File: config.mk
export PLATFORM = sky130hd
export DESIGN_NAME = muldiv_unit_flat
export DESIGN_NICKNAME = d
export VERILOG_FILES = /design/src/rtl/muldiv_unit_if.sv /design/src/rtl/muldiv_unit.sv /design/src/flat_wrapper.sv
export SDC_FILE = /design/constraint.sdc
export NUM_CORES = 1
export LEC_CHECK = 0
export ABC_AREA = 1
export CORE_ASPECT_RATIO = 0.7
export CORE_UTILIZATION = 35
export CTS_CLUSTER_DIAMETER = 120
export CTS_CLUSTER_SIZE = 12
export DETAILED_ROUTE_END_ITERATION = 16
export PLACE_DENSITY = 0.61
export SLEW_MARGIN = 20
export SYNTH_ARGS = -nofsm -noshare
export SYNTH_HDL_FRONTEND = slang
export SYNTH_SLANG_ARGS = --single-unit
export TNS_END_PERCENT = 30
File: constraint.sdc
create_clock -name clk -period 2.4 [get_ports clk]
set_input_delay 0.36 -clock clk [delete_from_list [all_inputs] [get_ports clk]]
set_output_delay 0.36 -clock clk [all_outputs]
set_load 0.05 [all_outputs]
File: src/rtl/muldiv_unit_if.sv
// ============================================================================
// muldiv_unit_if : request/result bundle between execute stage and muldiv_unit
// Revision: 1.0
// ============================================================================
`default_nettype none

interface muldiv_unit_if #(
  parameter int WIDTH = 32
);
  logic             start_i;
  logic [2:0]       op_i;
  logic [WIDTH-1:0] rs_data_i;
  logic [WIDTH-1:0] rt_data_i;
  logic             busy_o;
  logic             done_o;
  logic             div_by_zero_o;
  logic [WIDTH-1:0] hi_o;
  logic [WIDTH-1:0] lo_o;

  modport master (
    output start_i, op_i, rs_data_i, rt_data_i,
    input  busy_o, done_o, div_by_zero_o, hi_o, lo_o
  );

  modport slave (
    input  start_i, op_i, rs_data_i, rt_data_i,
    output busy_o, done_o, div_by_zero_o, hi_o, lo_o
  );
endinterface

`default_nettype wire

File: src/rtl/muldiv_unit.sv
// ============================================================================
// muldiv_unit : iterative shift-add multiplier / restoring divider owning HI/LO
// Revision: 1.0
// ============================================================================
`default_nettype none

module muldiv_unit #(
  parameter int WIDTH = 32
) (
  input  logic          clk,
  input  logic          reset_n,
  muldiv_unit_if.slave  bus
);
  localparam int CW = $clog2(WIDTH);

  localparam logic [2:0] OP_MULT  = 3'b000;
  localparam logic [2:0] OP_MULTU = 3'b001;
  localparam logic [2:0] OP_DIV   = 3'b010;
  localparam logic [2:0] OP_DIVU  = 3'b011;
  localparam logic [2:0] OP_MTHI  = 3'b100;
  localparam logic [2:0] OP_MTLO  = 3'b101;

  typedef enum logic [1:0] {S_IDLE = 2'd0, S_CALC = 2'd1, S_FIX = 2'd2} state_t;

  state_t             state_q, state_d;
  logic [CW-1:0]      cnt_q, cnt_d;
  logic [2*WIDTH-1:0] acc_q, acc_d;
  logic [WIDTH-1:0]   opnd_q, opnd_d;
  logic [WIDTH-1:0]   rs_raw_q, rs_raw_d;
  logic               is_div_q, is_div_d;
  logic               neg_res_q, neg_res_d;
  logic               neg_rem_q, neg_rem_d;
  logic               dbz_q, dbz_d;
  logic [WIDTH-1:0]   hi_q, hi_d;
  logic [WIDTH-1:0]   lo_q, lo_d;
  logic               done_q, done_d;
  logic               dbz_pulse_q, dbz_pulse_d;

  logic               op_signed, a_neg, b_neg;
  logic [WIDTH-1:0]   a_abs, b_abs;
  logic [WIDTH:0]     mul_sum;
  logic [2*WIDTH-1:0] mul_next, div_next, prod_fixed;
  logic [WIDTH:0]     div_shift, div_diff;
  logic [WIDTH-1:0]   quo_fixed, rem_fixed;

  always_comb begin
    op_signed = (bus.op_i == OP_MULT) || (bus.op_i == OP_DIV);
    a_neg     = op_signed && bus.rs_data_i[WIDTH-1];
    b_neg     = op_signed && bus.rt_data_i[WIDTH-1];
    a_abs     = a_neg ? -bus.rs_data_i : bus.rs_data_i;
    b_abs     = b_neg ? -bus.rt_data_i : bus.rt_data_i;

    // Multiply: acc = {partial product high, remaining multiplier bits}
    mul_sum  = {1'b0, acc_q[2*WIDTH-1:WIDTH]} + (acc_q[0] ? {1'b0, opnd_q} : '0);
    mul_next = {mul_sum, acc_q[WIDTH-1:1]};

    // Divide: acc = {remainder, dividend bits shifting out as quotient bits shift in}.
    // The remainder stays below the divisor, so WIDTH bits hold it between steps.
    div_shift = {acc_q[2*WIDTH-1:WIDTH], acc_q[WIDTH-1]};
    div_diff  = div_shift - {1'b0, opnd_q};
    if (!div_diff[WIDTH])
      div_next = {div_diff[WIDTH-1:0], acc_q[WIDTH-2:0], 1'b1};
    else
      div_next = {div_shift[WIDTH-1:0], acc_q[WIDTH-2:0], 1'b0};

    prod_fixed = neg_res_q ? -acc_q : acc_q;
    quo_fixed  = neg_res_q ? -acc_q[WIDTH-1:0] : acc_q[WIDTH-1:0];
    rem_fixed  = neg_rem_q ? -acc_q[2*WIDTH-1:WIDTH] : acc_q[2*WIDTH-1:WIDTH];
  end

  always_comb begin
    state_d     = state_q;
    cnt_d       = cnt_q;
    acc_d       = acc_q;
    opnd_d      = opnd_q;
    rs_raw_d    = rs_raw_q;
    is_div_d    = is_div_q;
    neg_res_d   = neg_res_q;
    neg_rem_d   = neg_rem_q;
    dbz_d       = dbz_q;
    hi_d        = hi_q;
    lo_d        = lo_q;
    done_d      = 1'b0;
    dbz_pulse_d = 1'b0;

    case (state_q)
      S_IDLE: begin
        if (bus.start_i) begin
          case (bus.op_i)
            OP_MULT, OP_MULTU, OP_DIV, OP_DIVU: begin
              state_d   = S_CALC;
              cnt_d     = CW'(WIDTH - 1);
              is_div_d  = bus.op_i[1];
              neg_res_d = a_neg ^ b_neg;
              neg_rem_d = a_neg;
              rs_raw_d  = bus.rs_data_i;
              dbz_d     = bus.op_i[1] && (bus.rt_data_i == '0);
              if (bus.op_i[1]) begin
                acc_d  = {{WIDTH{1'b0}}, a_abs};
                opnd_d = b_abs;
              end else begin
                acc_d  = {{WIDTH{1'b0}}, b_abs};
                opnd_d = a_abs;
              end
            end
            OP_MTHI: hi_d = bus.rs_data_i;
            OP_MTLO: lo_d = bus.rs_data_i;
            default: ;
          endcase
        end
      end
      S_CALC: begin
        acc_d = is_div_q ? div_next : mul_next;
        if (cnt_q == '0)
          state_d = S_FIX;
        else
          cnt_d = cnt_q - 1'b1;
      end
      S_FIX: begin
        state_d = S_IDLE;
        done_d  = 1'b1;
        if (!is_div_q) begin
          hi_d = prod_fixed[2*WIDTH-1:WIDTH];
          lo_d = prod_fixed[WIDTH-1:0];
        end else if (dbz_q) begin
          hi_d        = rs_raw_q;
          lo_d        = '1;
          dbz_pulse_d = 1'b1;
        end else begin
          hi_d = rem_fixed;
          lo_d = quo_fixed;
        end
      end
      default: state_d = S_IDLE;
    endcase
  end

  always_ff @(posedge clk or negedge reset_n) begin
    if (!reset_n) begin
      state_q     <= S_IDLE;
      cnt_q       <= '0;
      acc_q       <= '0;
      opnd_q      <= '0;
      rs_raw_q    <= '0;
      is_div_q    <= 1'b0;
      neg_res_q   <= 1'b0;
      neg_rem_q   <= 1'b0;
      dbz_q       <= 1'b0;
      hi_q        <= '0;
      lo_q        <= '0;
      done_q      <= 1'b0;
      dbz_pulse_q <= 1'b0;
    end else begin
      state_q     <= state_d;
      cnt_q       <= cnt_d;
      acc_q       <= acc_d;
      opnd_q      <= opnd_d;
      rs_raw_q    <= rs_raw_d;
      is_div_q    <= is_div_d;
      neg_res_q   <= neg_res_d;
      neg_rem_q   <= neg_rem_d;
      dbz_q       <= dbz_d;
      hi_q        <= hi_d;
      lo_q        <= lo_d;
      done_q      <= done_d;
      dbz_pulse_q <= dbz_pulse_d;
    end
  end

  assign bus.busy_o        = (state_q != S_IDLE);
  assign bus.done_o        = done_q;
  assign bus.div_by_zero_o = dbz_pulse_q;
  assign bus.hi_o          = hi_q;
  assign bus.lo_o          = lo_q;

endmodule

`default_nettype wire

File: src/flat_wrapper.sv
// flat-port wrapper written by rule: the top's interface ports become plain ports
module muldiv_unit_flat 
#(
  parameter int WIDTH = 32
)
  (clk, reset_n, bus_start_i, bus_op_i, bus_rs_data_i, bus_rt_data_i, bus_busy_o, bus_done_o, bus_div_by_zero_o, bus_hi_o, bus_lo_o);
  muldiv_unit_if #(.WIDTH(WIDTH)) bus_i ();
  input  logic clk;
  input  logic reset_n;
  input wire logic [$bits(bus_i.start_i)-1:0] bus_start_i;
  input wire logic [$bits(bus_i.op_i)-1:0] bus_op_i;
  input wire logic [$bits(bus_i.rs_data_i)-1:0] bus_rs_data_i;
  input wire logic [$bits(bus_i.rt_data_i)-1:0] bus_rt_data_i;
  output wire logic [$bits(bus_i.busy_o)-1:0] bus_busy_o;
  output wire logic [$bits(bus_i.done_o)-1:0] bus_done_o;
  output wire logic [$bits(bus_i.div_by_zero_o)-1:0] bus_div_by_zero_o;
  output wire logic [$bits(bus_i.hi_o)-1:0] bus_hi_o;
  output wire logic [$bits(bus_i.lo_o)-1:0] bus_lo_o;
  assign bus_i.start_i = bus_start_i;
  assign bus_i.op_i = bus_op_i;
  assign bus_i.rs_data_i = bus_rs_data_i;
  assign bus_i.rt_data_i = bus_rt_data_i;
  assign bus_busy_o = bus_i.busy_o;
  assign bus_done_o = bus_i.done_o;
  assign bus_div_by_zero_o = bus_i.div_by_zero_o;
  assign bus_hi_o = bus_i.hi_o;
  assign bus_lo_o = bus_i.lo_o;
  muldiv_unit #(.WIDTH(WIDTH)) u_core (.clk(clk), .reset_n(reset_n), .bus(bus_i));
endmodule
# Word level (Yosys, flattened, before mapping)
# Index checks and enable logic that the tools add are counted.
[word_totals]
reg_bits = 205
latch_bits = 0
mem_bits_rw = 0
mem_bits_ro = 0
out_inout_bits = 67
wordCells = 88
mem_count = 0
[op_classes]
add_sub_neg = 8
mul = 0
n_div = 0
order_cmp = 0
n_eq_ne = 13
shifts = 0
muxes = 35
bitwise = 1
reduce_logical = 18
[op_table]
columns = ["op", "count"]
rows = [
  ["$mux 32", 15],
  ["$mux 64", 5],
  ["$neg 32->32", 4],
  ["$pmux 32 s2", 2],
  ["$pmux 64 s2", 1],
  ["$neg 64->64", 1],
  ["$add 32x33->33", 1],
  ["$sub 33x32->33", 1],
  ["$logic_not 32->1", 1],
  ["$mux 5", 3],
  ["$reduce_and 3->1", 5],
  ["$ne 2x2->1 const B", 5],
  ["$pmux 5 s2", 1],
  ["$eq 3x2->1 const B", 2],
  ["$eq 3x3->1 const B", 2],
  ["$mux 2", 3],
  ["$reduce_bool 2->1", 3],
  ["$logic_not 5->1", 1],
  ["$sub 5x1->5 const B", 1],
  ["$mux 1", 4],
  ["$pmux 2 s2", 1],
  ["$reduce_and 4->1", 1],
  ["$reduce_or 4->1", 1],
  ["$eq 3x1->1 const B", 1],
  ["other kinds (8)", 10],
]

# Logic depth before layout (Yosys ltp)
[logic_depth]
word_depth = 8
mapped_depth = 22

# Worst setup path before layout
# No wires, ideal clock.
[synth_timing]
path_kind = "register -> register"
from = "register u_core.acc_q[0]"
to = "register u_core.acc_q[53]"
t_arrival_ps = 2427
t_required_ps = 2284
slack_ps = -143
stages_incl_launch_ff = 22
synth_period_minus_slack_ps = 2543
path_cell_list = "dfrtp_1 -> buf_2 -> buf_1 -> nand2_1 -> inv_1 -> ha_1 -> inv_1 -> fa_1 -> inv_1 -> nand3_1 -> nand2_1 -> nand2_1 -> nand2_1 -> nand3_1 -> nand2_1 -> nand2_1 -> nand3_1 -> nand3_1 -> nand2_1 -> inv_1 -> nand2_1 -> nand2_1"
[synth_between]
elab_chain_cells = 4
[synth_rtl]
columns = ["item", "line_no", "source"]
rows = [
  ["start: declaration", "muldiv_unit.sv:27", "logic [2*WIDTH-1:0] acc_q, acc_d;"],
  ["start signal: assignment", "muldiv_unit.sv:142", "acc_q <= '0;"],
  ["start signal: assignment", "muldiv_unit.sv:156", "acc_q <= acc_d;"],
  ["$mux 32", "muldiv_unit.sv:54", "mul_sum = {1'b0, acc_q[2*WIDTH-1:WIDTH]} + (acc_q[0] ? {1'b0, opnd_q} : '0);"],
  ["$add 32x33->33", "muldiv_unit.sv:54", ""],
  ["$mux 64", "muldiv_unit.sv:113", "acc_d = is_div_q ? div_next : mul_next;"],
  ["$pmux 64 s2", "muldiv_unit.sv:86", "case (state_q)"],
]
# Every way passes these cells.
# A chain may end at the register's enable or synchronous reset.

# Worst setup path after layout
[layout_timing]
from = "register u_core.acc_q[0]"
to = "register u_core.acc_q[48]"
# The elaborated chain is that of the path after synthesis.

==> reports/metrics.cfg <==
[sta]
rsz0062_at_grt=yes
setup_viol=34
timing.slew.headroom_pct=53.5
fin_crit_ps=2600
post-route-period-util_pct=108
worst_pin_slew_ps=691
holdWs_ps=327
slew_violations=0
finalHoldViolations=0
finalClockSkew_ps=25.7
max_freq_mhz=384
setup_ws_ps=-203

[logic_synthesis]
ys_seq_elements=205
synth_commonest_cells=nand2_1 (1056), nor2_1 (526), inv_1 (421)
synth-async-reset-ratio_pct=100
yosysUniqueCellTypes=53
yosysMostFrequentCell=nand2_1
synthTopCellsByArea=dfrtp_1 (25%), nand2_1 (19%), nor2_1 (9.7%), inv_1 (7.7%), nand3_1 (7.6%)
synthCells=3503
syn_avg_cell_area_um2=5.82
ys.warnings.count=0
synth_edf_count=0
synth_top_area_share_pct=25.2
synth-seq-area-share_pct=25.2
syn_area_um2=20400
synth_flop_cell=dfrtp_1
synth_area_leader_cell=dfrtp_1
synth_fp_nets=3645

[cts]
root_buffer=clkbuf_16
clk_path_buf_depth=3
clk_latency_ps=560
cts_buffers=21
cts_htree_levels=1
cts.sinks=205
clkSlewWorstSetupHoldPaths_ps=80
cts_tree=built

[floorplanning]
start_util_pct=35.7
die_x_um=291
die_area_um2=59300
num_rows=73
fp.dieH_um=204
coreArea_um2=57200
ios=137

[power]
vdd_drop_max_mv=0.710
leakage_nw=14.1
power_density_nw_per_um2=1690
p_total_mw=48.1

[route]
drtPass1Iterations=5
ant_nets=0
vias=25800
routedWlPerCell_um=20.8
wirelength_um=101000
drc=0
vias_per_cell=5.31
drtIter0Drc=3238

[grt]
grt-ovfl-total=0
grt_max_degree=82
antenna_found_initial=1
first_global_vias=23100
grt_first_pass_wirelength_um=149000
grt.total_usage_pct=33.4

[setup_path]
critPathCaptureType=register
path_class=register to register
cp.required_ps=2850
crit_arrival_ps=3050
start_kind=register
path_max_fanout=10

[layout]
nFillCells=5947
nets=4248
areaGrowthSynthToFinish_pct=39.6
drive_gt1_share_pct=21.7
insertedDiodeCount=0

[outcome]
violations=negative setup slack
outcome=finished, violations left

[placed_design]
port_buffers=136
gp_congestion=1.05
dpl.hpwl_um=82200

[hold_path]
hold_class=input pin to asynchronous set/reset pin

[job]
max-cap-violations=0

[through the flow]
stage | util [%] | TNS [ps] | instances | worst slack (ps) | area (um2)
global placement | 46.3 | -6130 | 4804 | -244 | 26500
finish | 49.8 | -1670 | 4858 | -203 | 28500
detailed placement | 46.3 | -9670 | 4804 | -251 | 26500
floorplan | - | 0 | 3503 | 2.45 | 20400
global route | 49.8 | -7100 | 4858 | -241 | 28500
CTS | 48.5 | -565 | 4842 | -56.8 | 27700
[cells in the final DEF, fill, tap and decap left out, types with 23 or more instances in the layout]
| master | n |
|---|---|
| xor2_1 | 51 |
| dfrtp_2 | 23 |
| o21ai_1 | 37 |
| nand2_2 | 43 |
| dfrtp_1 | 182 |
| clkdlybuf4s50_1 | 134 |
| nand4_1 | 45 |
| inv_2 | 27 |
| o211ai_1 | 34 |
| a21oi_1 | 201 |
| nand3_2 | 30 |
| buf_4 | 539 |
| nand2_1 | 1014 |
| a21oi_2 | 27 |
| nor3_1 | 29 |
| nor2_2 | 42 |
| nor2_1 | 485 |
| buf_12 | 24 |
| inv_1 | 412 |
| nand3_1 | 283 |
| ha_4 | 31 |
| ha_1 | 32 |
| o21ai_0 | 177 |
[area by class of cell]
| cell class | count | area [um2] | share of cell area, % |
|---|---|---|---|
| sequential | 205 | 5160 | 18.1 |
| clock buffer | 23 | 533 | 1.87 |
| multi-input combinational | 2733 | 14200 | 49.9 |
| inverter | 442 | 1660 | 5.84 |
| clock inverter | 2 | 20.0 | 0.0703 |
| timing repair buffer | 703 | 5950 | 20.9 |
| tap | 750 | 938 | 3.30 |
[timing repair]
item	in CTS	in global routing
endpoints found under the hold margin	54	0
setup buffers	9	15
gates resized for setup	117	164
gates cloned	3	1
hold buffers	1	0
endpoints found under the setup margin	42	65
pin swaps	18	24
[critical path, stage by stage, from the launching register on]
cell	delay, ps
dfrtp_2	480
buf_12	170
nand2_1	60
inv_1	50
ha_2	310
a21oi_2	200
buf_4	130
o21bai_1	90
nand2_1	90
nand2_1	80
nand3b_1	310
nand2_1	140
nand2_1	60
o21ai_1	130
inv_1	70
nand2_1	60
nand2_1	50
[logic make-up after synthesis]
| logic type | after synthesis | share of synthesized area [%] |
|---|---|---|
| AND/OR/NAND/NOR | 2041 | 41.7 |
| flip-flops | 205 | 25.2 |
| adder cells (fa/ha/maj) | 72 | 4.49 |
| XOR/XNOR | 62 | 2.66 |
| buffers and inverters | 568 | 10.9 |
| AO/OA/AOI/OAI | 555 | 15.1 |
[state kept, by name, summed over array words and instances (netlist names)]
name	flops
u_core.acc_q	64
u_core.bus.hi_o	32
u_core.bus.lo_o	32
u_core.opnd_q	32
u_core.rs_raw_q	32
u_core.cnt_q	5
u_core.state_q	2
u_core.bus.div_by_zero_o	1
u_core.bus.done_o	1
u_core.dbz_q	1
u_core.is_div_q	1
u_core.neg_rem_q	1
u_core.neg_res_q	1
[where the power goes]
group | switching (mW) | leakage, nW | internal (mW)
Clock | 1.55 | 0.272 | 1.57
Combinational | 22.8 | 11.4 | 15.0
Sequential | 1.95 | 2.41 | 5.29
Total | 26.3 | 14.1 | 21.8
[per-layer routing]
layer / up-vias / GRT usage, % / part of all wire [%]
li1: 12400 / - / -
met3: 116 / 12.3 / 14
met4: 2 / 6.12 / 2.0
met2: 1272 / 43.1 / 37
met5: - / 2.03 / 0.17
met1: 12000 / 51.3 / 47
[final timing paths]
check,start,endpoint,slack [ps],cells past startpoint
max,u_core.acc_q[0],u_core.acc_q[48],-200,16
min in group clk,u_core.cnt_q[4],u_core.cnt_q[4],490,2
max reg2reg,u_core.acc_q[0],u_core.acc_q[48],-200,16
min,reset_n,u_core.state_q[1],330,2
min reg2reg,u_core.cnt_q[4],u_core.cnt_q[4],490,2
max in group asynchronous,reset_n,u_core.acc_q[62],1360,3
Power figures use the tool's default switching activity.
